--- config.mk ---
export PLATFORM = sky130hd
export DESIGN_NAME = result_buffer
export DESIGN_NICKNAME = d
export VERILOG_FILES = /design/src/rtl/result_buffer_pkg.sv /design/src/rtl/result_fifo.sv /design/src/rtl/result_buffer.sv
export SDC_FILE = /design/constraint.sdc
export NUM_CORES = 1
export LEC_CHECK = 0
export BUFFER_PORTS_ARGS = -buffer_cell sky130_fd_sc_hd__buf_2
export CAP_MARGIN = 20
export CELL_PAD_IN_SITES_DETAIL_PLACEMENT = 1
export CELL_PAD_IN_SITES_GLOBAL_PLACEMENT = 1
export CORE_AREA = 4 4 204 206
export CTS_CLUSTER_DIAMETER = 100
export CTS_CLUSTER_SIZE = 24
export DETAILED_ROUTE_END_ITERATION = 12
export DIE_AREA = 0 0 208 210
export PLACE_DENSITY = 0.83
export SYNTH_ARGS = -nofsm -noshare
export SYNTH_HDL_FRONTEND = slang
export SYNTH_SLANG_ARGS = --single-unit
--- constraint.sdc ---
create_clock -name axi_clk -period 5.3 [get_ports axi_clk]
set_input_delay 1.06 -clock axi_clk [delete_from_list [all_inputs] [get_ports axi_clk]]
set_output_delay 1.06 -clock axi_clk [all_outputs]
set_load 0.01 [all_outputs]
--- src/rtl/result_buffer_pkg.sv ---
// Purpose : Shared widths and word layout for the array result/weight buffers.
// Contents: DATA_W/LANES/LANE_W constants, per-lane type and the packed {A,B,C,D} word.
// Usage   : import result_buffer_pkg::*; in every file of the buffer.
package result_buffer_pkg;

  localparam int DATA_W = 32;
  localparam int LANES  = 4;
  localparam int LANE_W = 8;

  typedef logic [LANE_W-1:0] lane_t;

  // Lane A occupies the most significant byte, lane D the least.
  typedef struct packed {
    lane_t a;
    lane_t b;
    lane_t c;
    lane_t d;
  } res_word_t;

  // Number of register stages a lane needs so that all lanes of one word
  // line up with lane D (which arrives last and is used combinationally).
  function automatic int lane_delay(input int lane_idx);
    return (LANES - 1) - lane_idx;
  endfunction

endpackage

--- src/rtl/result_fifo.sv ---
// Purpose : Circular word FIFO holding de-skewed results until the DMA takes them.
// Latency : a push at edge N is visible at head_data after edge N; head read combinationally.
// Backpr. : push while full is dropped (drop pulses) unless a pop occurs on the same edge.
// Ports   : axi_clk/axi_rst clock and async reset; push/push_data write side;
//           pop/head_data read side; level/full/empty/drop status.
module result_fifo
  import result_buffer_pkg::*;
#(
  parameter int DEPTH = 16
) (
  input  logic                     axi_clk,
  input  logic                     axi_rst,
  input  logic                     push,
  input  logic [DATA_W-1:0]        push_data,
  input  logic                     pop,
  output logic [DATA_W-1:0]        head_data,
  output logic [$clog2(DEPTH):0]   level,
  output logic                     full,
  output logic                     empty,
  output logic                     drop
);

  localparam int AW = $clog2(DEPTH);

  logic [DATA_W-1:0] mem [DEPTH];
  logic [AW-1:0]     wr_ptr;
  logic [AW-1:0]     rd_ptr;
  logic              pop_ok;
  logic              push_ok;

  assign empty  = (level == '0);
  assign full   = (level == (AW+1)'(DEPTH));
  assign pop_ok = pop && !empty;
  // A pop on the same edge frees the slot, so a full FIFO can still accept.
  assign push_ok = push && (!full || pop_ok);
  assign drop    = push && full && !pop_ok;

  assign head_data = mem[rd_ptr];

  // DEPTH is a power of two, so the pointers wrap by natural overflow.
  always_ff @(posedge axi_clk or posedge axi_rst) begin
    if (axi_rst) begin
      wr_ptr <= '0;
      rd_ptr <= '0;
      level  <= '0;
    end else begin
      if (push_ok) wr_ptr <= wr_ptr + AW'(1);
      if (pop_ok)  rd_ptr <= rd_ptr + AW'(1);
      case ({push_ok, pop_ok})
        2'b10:   level <= level + (AW+1)'(1);
        2'b01:   level <= level - (AW+1)'(1);
        default: level <= level;
      endcase
    end
  end

  // Storage needs no reset: contents are only observed when level != 0.
  always_ff @(posedge axi_clk) begin
    if (push_ok) mem[wr_ptr] <= push_data;
  end

endmodule

--- src/rtl/result_buffer.sv ---
// Purpose : De-skews staggered array result lanes into words and streams them out on AXI4-S.
// Latency : lane A sampled at edge E -> FIFO write at E+3 -> m_axis_valid from the cycle after.
// Backpr. : m_axis_ready low holds the head; words arriving at a full FIFO are dropped, overflow sticks.
// Ports   : axi_clk/axi_rst; in_valid/in_data staggered input; m_axis_* AXI4-S master;
//           buffer_full, overflow (sticky), level (occupancy).
module result_buffer
  import result_buffer_pkg::*;
#(
  parameter int DEPTH   = 16,
  parameter int PKT_LEN = 16
) (
  input  logic                   axi_clk,
  input  logic                   axi_rst,
  input  logic                   in_valid,
  input  logic [DATA_W-1:0]      in_data,
  output logic                   m_axis_valid,
  output logic [DATA_W-1:0]      m_axis_data,
  output logic                   m_axis_last,
  input  logic                   m_axis_ready,
  output logic                   buffer_full,
  output logic                   overflow,
  output logic [$clog2(DEPTH):0] level
);

  localparam int A_DLY  = lane_delay(0);
  localparam int B_DLY  = lane_delay(1);
  localparam int BEAT_W = (PKT_LEN > 1) ? $clog2(PKT_LEN) : 1;

  res_word_t in_w;
  res_word_t aligned;

  logic [A_DLY-1:0][LANE_W-1:0] a_dly;
  logic [B_DLY-1:0][LANE_W-1:0] b_dly;
  lane_t                        c_dly;
  logic [A_DLY-1:0]             vld_dly;

  logic                 push;
  logic                 pop;
  logic                 fifo_empty;
  logic                 fifo_drop;
  logic [BEAT_W-1:0]    beat_cnt;
  logic                 last_beat;

  assign in_w = res_word_t'(in_data);

  // De-skew: every lane is delayed so it lines up with lane D of the same word.
  // in_valid rides alongside lane A, so it gets lane A's delay.
  always_ff @(posedge axi_clk or posedge axi_rst) begin
    if (axi_rst) begin
      a_dly   <= '0;
      b_dly   <= '0;
      c_dly   <= '0;
      vld_dly <= '0;
    end else begin
      a_dly   <= {a_dly[A_DLY-2:0], in_w.a};
      b_dly   <= {b_dly[B_DLY-2:0], in_w.b};
      c_dly   <= in_w.c;
      vld_dly <= {vld_dly[A_DLY-2:0], in_valid};
    end
  end

  // Lane D is taken straight from the input on the write edge.
  assign aligned = '{a: a_dly[A_DLY-1], b: b_dly[B_DLY-1], c: c_dly, d: in_w.d};
  assign push    = vld_dly[A_DLY-1];

  assign pop = m_axis_valid && m_axis_ready;

  result_fifo #(
    .DEPTH(DEPTH)
  ) u_fifo (
    .axi_clk   (axi_clk),
    .axi_rst   (axi_rst),
    .push      (push),
    .push_data (aligned),
    .pop       (pop),
    .head_data (m_axis_data),
    .level     (level),
    .full      (buffer_full),
    .empty     (fifo_empty),
    .drop      (fifo_drop)
  );

  assign m_axis_valid = !fifo_empty;

  // Beat position within the current packet; advances only on accepted beats,
  // so TLAST stays stable while the DMA stalls.
  assign last_beat = (beat_cnt == BEAT_W'(PKT_LEN - 1));

  always_ff @(posedge axi_clk or posedge axi_rst) begin
    if (axi_rst) begin
      beat_cnt <= '0;
    end else if (pop) begin
      beat_cnt <= last_beat ? '0 : beat_cnt + BEAT_W'(1);
    end
  end

  assign m_axis_last = m_axis_valid && last_beat;

  always_ff @(posedge axi_clk or posedge axi_rst) begin
    if (axi_rst) begin
      overflow <= 1'b0;
    end else if (fifo_drop) begin
      overflow <= 1'b1;
    end
  end

endmodule
==> results.json, run 1 <==
{
  "gp_routability_congestion": 0.688,
  "status": "complete, no violations",
  "grt-ovfl-total": 0,
  "crit_slowest_cell": "dfrtp_4",
  "crit_buf_inv": 2,
  "post_drt_wl_per_cell_um": 30.3,
  "synth_area_per_cell_um2": 22.5,
  "post-cts-setup-buffers": 0,
  "max_cap_violations": 0,
  "area_growth_pct": 8.97,
  "track_usage": 0.222,
  "dr.pass1.iters": 5,
  "clock-sinks": 581,
  "drt_iter0_markers": 919,
  "tns_ns": 0,
  "relSlewSlack": 0.239,
  "p_switching_mw": 3.64,
  "rsz0062_at_grt": "false",
  "crit_required_ns": 4.24,
  "clockBufferDepth": 3,
  "synth.distinct_cells": 43,
  "combinationalPowerShare": 0.302,
  "r2r-start": "u_fifo.level[2]",
  "hold_start": "a_dly[14]",
  "cp-end-kind": "primary output",
  "synth.net_count": 1007,
  "die_x_um": 208,
  "htreeDepth": 1,
  "p_leak_nw": 7.70,
  "setup_viol": 0,
  "cts-root-buf": "clkbuf_16",
  "cts_resized": 0,
  "arrival_ns": 2.88,
  "cp_max_fo": 54,
  "setup_slack_ns": 1.36,
  "io_buffers": 76,
  "num_rows": 73,
  "async_flop_share": 0.119,
  "seqPwrFrac": 0.494,
  "diodes": 0,
  "synth_edf_count": 512,
  "synth-seq-cells": 581,
  "yosysWarnings": 0,
  "fin_nets": 1088,
  "p_clk_frac": 0.205,
  "num_vias": 9878,
  "fmax_mhz": 254,
  "switching_share": 0.311,
  "drc_errors": 0,
  "start_kind": "register",
  "cts_tree": "done",
  "postPlaceCellArea_mm2": 0.0226,
  "postSynthCellCount": 961,
  "fin_skew_ns": 0.0230,
  "grt_pass1_vias": 10800,
  "crit_family": "flip-flops",
  "utilization": 0.595,
  "path_cells": "buf_12 -> mux4_2 -> a22oi_1 -> nand2_1 -> buf_2",
  "grt_max_degree": 55,
  "seq_area_frac_synth": 0.790,
  "timing.final.crit_period_ns": 3.94,
  "maxSlewViolCount": 0,
  "hold_path.class": "register to register",
  "initial_core_util": 0.546,
  "worst_pin_slew_ns": 1.14,
  "powerDensity_mw_per_mm2": 496,
  "p_int_mw": 8.07,
  "cts_made_buffers": 28,
  "coreArea_mm2": 0.0396,
  "syn_area_mm2": 0.0216,
  "io_pins": 77,
  "cpPeakStageDelay_ns": 0.65,
  "dieArea_mm2": 0.0437,
  "via_per_inst": 6.22,
  "pre_cts_ws_ns": 1.95,
  "drive_above_1_share": 0.275,
  "synth-main-ff-cell": "edfxtp_1",
  "die_y_um": 210,
  "grt_first_pass_wirelength_um": 72100,
  "layout_worst_path_cycle_share": 0.743,
  "clk_pin_slew_ns": 0.10,
  "dp_hpwl_um": 26100,
  "hold_viol": 0,
  "peakVddDrop_v": 0.000334,
  "insertion_delay_ns": 0.58,
  "ant_nets": 0,
  "fillers": 3300,
  "hold_buffers": 0,
  "final_cell_area_mm2": 0.0236,
  "crit_type": "register to primary output",
  "critPathLaunch": "u_fifo.rd_ptr[0]",
  "totalWireLength_um": 48200,
  "antenna_found_initial": 0
}
## cell usage after synthesis, types with 2 or more instances
library cell,instances,area [um2]
a21oi_1,2,10.0
a22oi_1,64,480
and2_1,17,106
buf_2,8,40.0
buf_4,7,52.6
buf_6,6,67.6
clkbuf_1,27,101
dfrtp_1,69,1730
edfxtp_1,512,15400
ha_1,10,125
inv_1,4,15.0
mux2_2,2,22.5
mux4_2,128,2880
nand2_1,44,165
nand2b_1,5,31.3
nand3_1,3,15.0
nor2_1,7,26.3
nor2b_1,4,25.0
nor3b_1,2,15.0
o211ai_1,2,15.0
o21ai_0,5,25.0
o31ai_4,2,42.5
xnor2_1,6,52.6
xor2_1,6,52.6
## kinds of logic after synthesis
logic type	after synthesis	synth area share
compound gates	82	0.0292
flops	581	0.790
buf+inv	53	0.0131
xor+xnor	12	0.00486
fa+ha+maj	10	0.00578
simple gates	93	0.0225
mux	130	0.134
## sequential cells by signal, summed over array words and instances, names as in the netlist
name           count
u_fifo.level       5
b_dly              8
vld_dly            3
u_fifo.wr_ptr      4
a_dly             24
aligned            8
u_fifo.rd_ptr      4
u_fifo.mem       512
overflow           1
beat_cnt           4
c_dly              8
## area by class of cell
class	count	area, um2	area share
clock buffers	51	808	0.0343
clock inverters	1	20.0	0.000849
inverters	5	22.5	0.000955
multi-input cells	327	4300	0.182
flip-flops and latches	581	17100	0.726
well taps	525	657	0.0279
repair buffers	99	661	0.0280
## metrics by stage
| stage | cells | power, mW | hold slack, ns |
|---|---|---|---|
| global placement | 1532 | 9.24 | 0.332 |
| CTS | 1584 | 11.8 | 0.337 |
| floorplan | 961 | 8.18 | 0.331 |
| global route | 1589 | 12.3 | 0.337 |
| detailed placement | 1532 | 9.43 | 0.336 |
| finish | 1589 | 11.7 | 0.336 |
## path summary, 6_finish.rpt
| kind | endpoint | depth (start not counted) | slack [ns] |
|---|---|---|---|
| setup / recovery | m_axis_data[27] | 5 | 1.36 |
| setup reg to reg | u_fifo.level[4] | 10 | 2.09 |
| hold reg to reg | a_dly[22] | 0 | 0.34 |
| hold / removal | a_dly[22] | 0 | 0.34 |
| min in group asynchronous | b_dly[5] | 2 | 0.61 |
| max in group asynchronous | u_fifo.rd_ptr[0] | 3 | 3.73 |
## power by group through the flow
stage	clock network [mW]	registers, mW	logic (mW)
finish	2.39	5.78	3.53
global route	2.64	5.83	3.79
CTS	2.45	5.79	3.57
detailed placement	0	5.89	3.54
global placement	0	5.83	3.41
floorplan	0	5.71	2.48
## placed cells by master (no fill, tap or decap), drive strengths merged
cell and count:
nor4b 1, o21ai 5, edfxtp 512, a22oi 64, nor2 7, nand2 44, o31ai 2, and2b 1
nor4 1, clkbuf 51, or3 2, o2bb2ai 1, nor2b 4, nor3 2, a21oi 2, xor2 6
o221ai 1, nand4 1, ha 10, o21a 1, dfrtp 69, o211ai 2, clkinv 1, mux4 128
and3b 1, a311oi 1, buf 99, inv 5, nand3 3, and2 17, nand2b 5, mux2 2
nor4bb 1, xnor2 6, or2 1, o31a 1, a21o 2, nor3b 2
## layer usage
layer | wire length [um] | track usage | up-vias
met2 | 25400 | 0.388 | 363
met1 | 19300 | 0.313 | 5347
met3 | 2570 | 0.0240 | 47
met4 | 948 | 0.0464 | 0
li1 | - | - | 4121
met5 | 0 | 0 | -
No activity file was read; power rests on OpenSTA's default activity.
==> run 2: changes to the inputs <==
CORE_AREA = 4 4 216 218   (was 4 4 204 206)
DIE_AREA = 0 0 220 222   (was 0 0 208 210)
PLACE_DENSITY = 0.78   (was 0.83)
clock period = 3.25 ns   (was 5.3 ns; I/O delays follow)
==> results.json, run 2 (synthesized netlist as in run 1, its figures left out) <==
{
  "crit_required_ns": 2.60,
  "rr_endpoint": "u_fifo.level[4]",
  "num_rows": 78,
  "grt_first_pass_wirelength_um": 72000,
  "totalWireLength_um": 48700,
  "pre_cts_ws_ns": 0.270,
  "diodes": 0,
  "cp_max_fo": 18,
  "tns_ns": 0,
  "drive_above_1_share": 0.304,
  "r2r-start": "u_fifo.level[1]",
  "grt.met1_usage": 0.275,
  "path_cells": "buf_12 -> buf_16 -> mux4_2 -> a22oi_1 -> nand2_1 -> buf_2",
  "max_cap_violations": 0,
  "area_growth_pct": 11.8,
  "layout_worst_path_cycle_share": 0.980,
  "gp_routability_congestion": 0.699,
  "crit_family": "multiplexers",
  "maxSlewViolCount": 0,
  "cts_made_buffers": 28,
  "hold_viol": 0,
  "die_y_um": 222,
  "ant_nets": 0,
  "hold_path.class": "input pin to register",
  "cpPeakStageDelay_ns": 0.54,
  "grt_max_degree": 57,
  "clockBufferDepth": 3,
  "use_met3": 0.0248,
  "crit_path_end": "m_axis_data[15]",
  "rr_worst_depth": 10,
  "grt-ovfl-total": 0,
  "insertion_delay_ns": 0.61,
  "die_x_um": 220,
  "antenna_found_initial": 0,
  "r2r_slack_ns": 0.26,
  "dp_hpwl_um": 27700,
  "initial_core_util": 0.482,
  "peakVddDrop_v": 0.000482,
  "relSlewSlack": 0.360,
  "fmax_mhz": 314,
  "crit_buf_inv": 3,
  "clock-sinks": 581,
  "critPathLaunch": "u_fifo.rd_ptr[0]",
  "powerDensity_mw_per_mm2": 814,
  "setup_slack_ns": 0.0647,
  "num_vias": 10100,
  "arrival_ns": 2.54,
  "grtUsageMet2": 0.345,
  "coreArea_mm2": 0.0449,
  "timing.final.crit_period_ns": 3.19,
  "via_per_inst": 5.92,
  "htreeDepth": 1,
  "cts_tree": "done",
  "dr.pass1.iters": 5,
  "io_buffers": 76,
  "largestRegisters": "u_fifo.mem: 512 flops, a_dly: 24 flops",
  "start_kind": "register",
  "critical_path_depth": 6,
  "dieArea_mm2": 0.0488,
  "final_common_cell": "edfxtp_1",
  "drc_errors": 0,
  "setup_viol": 0,
  "clk_pin_slew_ns": 0.10,
  "grt_pass1_vias": 10900,
  "cp-end-kind": "primary output",
  "fin_nets": 1121,
  "status": "complete, no violations",
  "fin_skew_ns": 0.0213,
  "crit_slowest_cell": "mux4_2",
  "p_leak_nw": 7.94,
  "busiest_layer": "met2",
  "rsz0062_at_grt": "true",
  "cts-root-buf": "clkbuf_16",
  "drt_iter0_markers": 1169,
  "layout_common_cells": "512 x edfxtp_1, 128 x mux4_2, 76 x buf_2",
  "post_drt_wl_per_cell_um": 28.7,
  "top_register": "u_fifo.mem",
  "crit_type": "register to primary output",
  "largest_register_ffs": 512,
  "track_usage": 0.198,
  "io_pins": 77,
  "worst_pin_slew_ns": 0.960
}
==> run 2: what timing repair did <==
action,CTS,global route
endpoints found under the setup margin,22,26
hold buffers,0,0
buffers inserted,5,7
pin swaps,0,0
cloned,1,2
gates resized for setup,1,15
==> run 2: where the power goes <==
| group | internal [mW] | leakage [nW] | total [mW] | switching (mW) |
|---|---|---|---|---|
| combinational | 3.00 | 2.12 | 6.50 | 3.50 |
| clock | 1.66 | 0.388 | 3.88 | 2.22 |
| sequential | 8.91 | 5.43 | 9.33 | 0.419 |
==> run 2: worst reg2reg max path: cells and delay by family, from the launching register on <==
| kind | cells | cell delay (ns) |
|---|---|---|
| AOI/OAI and AO/OA | 3 | 0.67 |
| xor gates and xnor gates | 2 | 0.36 |
| adders and majority gates | 2 | 0.61 |
| buffers and inverters | 1 | 0.09 |
| DFF | 1 | 0.49 |
| and+or+nand+nor | 2 | 0.69 |
==> run 2: per-stage QoR <==
stage | utilization | instance area (um2) | total power, mW | cells | hold slack, ns
2_1_floorplan | - | 21600 | 13.3 | 961 | 0.331
3_3_place_gp | 0.515 | 23100 | 15.4 | 1631 | 0.333
3_5_place_dp | 0.515 | 23100 | 15.7 | 1631 | 0.336
4_1_cts | 0.536 | 24100 | 19.7 | 1689 | 0.122
5_1_grt | 0.539 | 24200 | 20.6 | 1697 | 0.121
6_report | 0.539 | 24200 | 19.7 | 1697 | 0.150
==> run 2: how the worst min path moves through the flow <==
stage	slack, ns	start	cells after the start	end
floorplan	0.33	a_dly[2]	0	a_dly[10]
global placement	0.33	b_dly[4]	0	aligned[20]
detailed placement	0.34	a_dly[3]	0	a_dly[11]
CTS	0.12	in_data[13]	1	c_dly[5]
global route	0.12	in_data[13]	1	c_dly[5]
finish	0.15	in_data[13]	1	c_dly[5]
==> run 2: per-layer routing <==
| layer | up-vias | wire, um |
|---|---|---|
| met1 | 5459 | 19300 |
| li1 | 4181 | - |
| met4 | 0 | 824 |
| met2 | 361 | 25900 |
| met3 | 51 | 2600 |
| met5 | - | 0 |
==> run 2: layout make-up <==
class,instances,area (um2)
clock buffer,49,779
clock inverter,3,41.3
fill,3902,20700
inverter,5,22.5
multi-input combinational,327,4340
sequential,581,17100
tap,600,751
timing repair buffer,132,1150
==> run 3: changes to the inputs <==
SETUP_SLACK_MARGIN = 0.15   (was not set)
==> results.json, run 3 (synthesized netlist as in run 1, its figures left out) <==
{
  "dieArea_mm2": 0.0488,
  "clock-sinks": 581,
  "relSlewSlack": 0.371,
  "grt-ovfl-total": 0,
  "grt_first_pass_wirelength_um": 73400,
  "layout_worst_path_cycle_share": 0.968,
  "postPlaceCellArea_mm2": 0.0231,
  "dp_hpwl_um": 27700,
  "final_common_cell": "edfxtp_1",
  "fin_skew_ns": 0.0206,
  "hold_path.class": "input pin to register",
  "fmax_mhz": 318,
  "largestRegisters": "u_fifo.mem: 512 flops, a_dly: 24 flops",
  "insertion_delay_ns": 0.60,
  "initial_core_util": 0.482,
  "num_rows": 78,
  "start_kind": "register",
  "drt_iter0_markers": 1079,
  "die_y_um": 222,
  "cts_made_buffers": 28,
  "maxSlewViolCount": 0,
  "drc_errors": 0,
  "track_usage": 0.203,
  "hold_viol": 0,
  "clockBufferDepth": 3,
  "cp_max_fo": 7,
  "p_leak_nw": 8.13,
  "multi_input_area_mm2": 0.00449,
  "rsz0062_at_grt": "true",
  "top_register": "u_fifo.mem",
  "grt_pass1_vias": 11000,
  "powerDensity_mw_per_mm2": 831,
  "largest_register_ffs": 512,
  "fin_nets": 1140,
  "io_buffers": 76,
  "post_drt_wl_per_cell_um": 28.7,
  "gp_routability_congestion": 0.699,
  "coreArea_mm2": 0.0449,
  "arrival_ns": 2.50,
  "layout_common_cells": "512 x edfxtp_1, 128 x mux4_2, 74 x buf_2",
  "fillers": 3867,
  "area_growth_pct": 14.2,
  "final-seq-area_mm2": 0.0171,
  "via_per_inst": 5.90,
  "num_vias": 10100,
  "dr.pass1.iters": 7,
  "max_cap_violations": 0,
  "clk_pin_slew_ns": 0.10,
  "cts_tree": "done",
  "cp-end-kind": "primary output",
  "diodes": 0,
  "htreeDepth": 1,
  "crit_required_ns": 2.60,
  "worst_pin_slew_ns": 0.943,
  "timing.final.crit_period_ns": 3.15,
  "setup_viol": 0,
  "totalWireLength_um": 49200,
  "final_cell_area_mm2": 0.0247,
  "grt_max_degree": 57,
  "io_pins": 77,
  "peakVddDrop_v": 0.000474,
  "status": "complete, no violations",
  "crit_type": "register to primary output",
  "cts-root-buf": "clkbuf_16",
  "tns_ns": 0,
  "drive_above_1_share": 0.344,
  "ant_nets": 0,
  "die_x_um": 220,
  "antenna_found_initial": 0
}
==> run 3: changes by cell type in the layout (fill, tap and decap cells not counted), sizes merged <==
cell and delta:
buf +18, clkbuf +1
==> run 3: area by class of cell <==
| cell class | instances | share of cell area |
|---|---|---|
| Clock buffer | 49 | 0.0315 |
| Clock inverter | 3 | 0.00167 |
| Inverter | 5 | 0.000911 |
| Multi-Input combinational cell | 327 | 0.181 |
| Sequential cell | 581 | 0.692 |
| Tap cell | 600 | 0.0304 |
| Timing Repair Buffer | 151 | 0.0619 |
==> run 3: path summary, 6_finish.rpt <==
check / startpoint / endpoint / slack [ns] / cells after the start
min in group asynchronous: axi_rst / aligned[18] / 0.20 / 2
worst max register to register: u_fifo.level[1] / u_fifo.level[4] / 0.36 / 10
worst max-delay path: u_fifo.rd_ptr[0] / m_axis_data[19] / 0.10 / 7
max in group asynchronous: axi_rst / aligned[20] / 2.33 / 3
worst min-delay path: in_data[31] / a_dly[7] / 0.15 / 1
worst min register to register: a_dly[4] / a_dly[12] / 0.35 / 0
==> run 3: timing repair <==
action	in CTS	in global routing
setup endpoints to repair	32	33
gates resized for setup	36	28
cloned	6	3
hold endpoints to repair	0	0
pin swaps	14	19
hold buffers	0	0
buffers inserted	14	10
==> run 3: metrics by stage <==
stage	hold slack, ns	instances	worst slack [ns]	total power, mW	utilization
2_1_floorplan	0.331	961	0.153	13.3	-
3_3_place_gp	0.333	1631	0.358	15.4	0.515
3_5_place_dp	0.336	1631	0.270	15.7	0.515
4_1_cts	0.122	1703	0.0647	20.3	0.544
5_1_grt	0.122	1716	0.0158	21.5	0.551
6_report	0.152	1716	0.103	20.5	0.551
==> run 3: worst max-delay path, stage by stage, from the launching register on <==
cell and delay (ns):
dfrtp_4 0.47, buf_12 0.17, buf_16 0.16, buf_12 0.11, mux4_2 0.52, a22oi_2 0.21
nand2_1 0.08, buf_2 0.15
==> run 3: where the power goes <==
| group | switching, mW | internal, mW |
|---|---|---|
| Sequential | 0.414 | 8.91 |
| Clock | 2.22 | 1.66 |
| Combinational | 3.78 | 3.57 |
==> run 3: layer usage <==
| metal | vias up | share of wire | track usage |
|---|---|---|---|
| met5 | - | 0 | 0 |
| met4 | 0 | 0.017 | 0.0381 |
| met3 | 52 | 0.055 | 0.0249 |
| met2 | 345 | 0.53 | 0.355 |
| met1 | 5506 | 0.40 | 0.280 |
| li1 | 4229 | - | - |
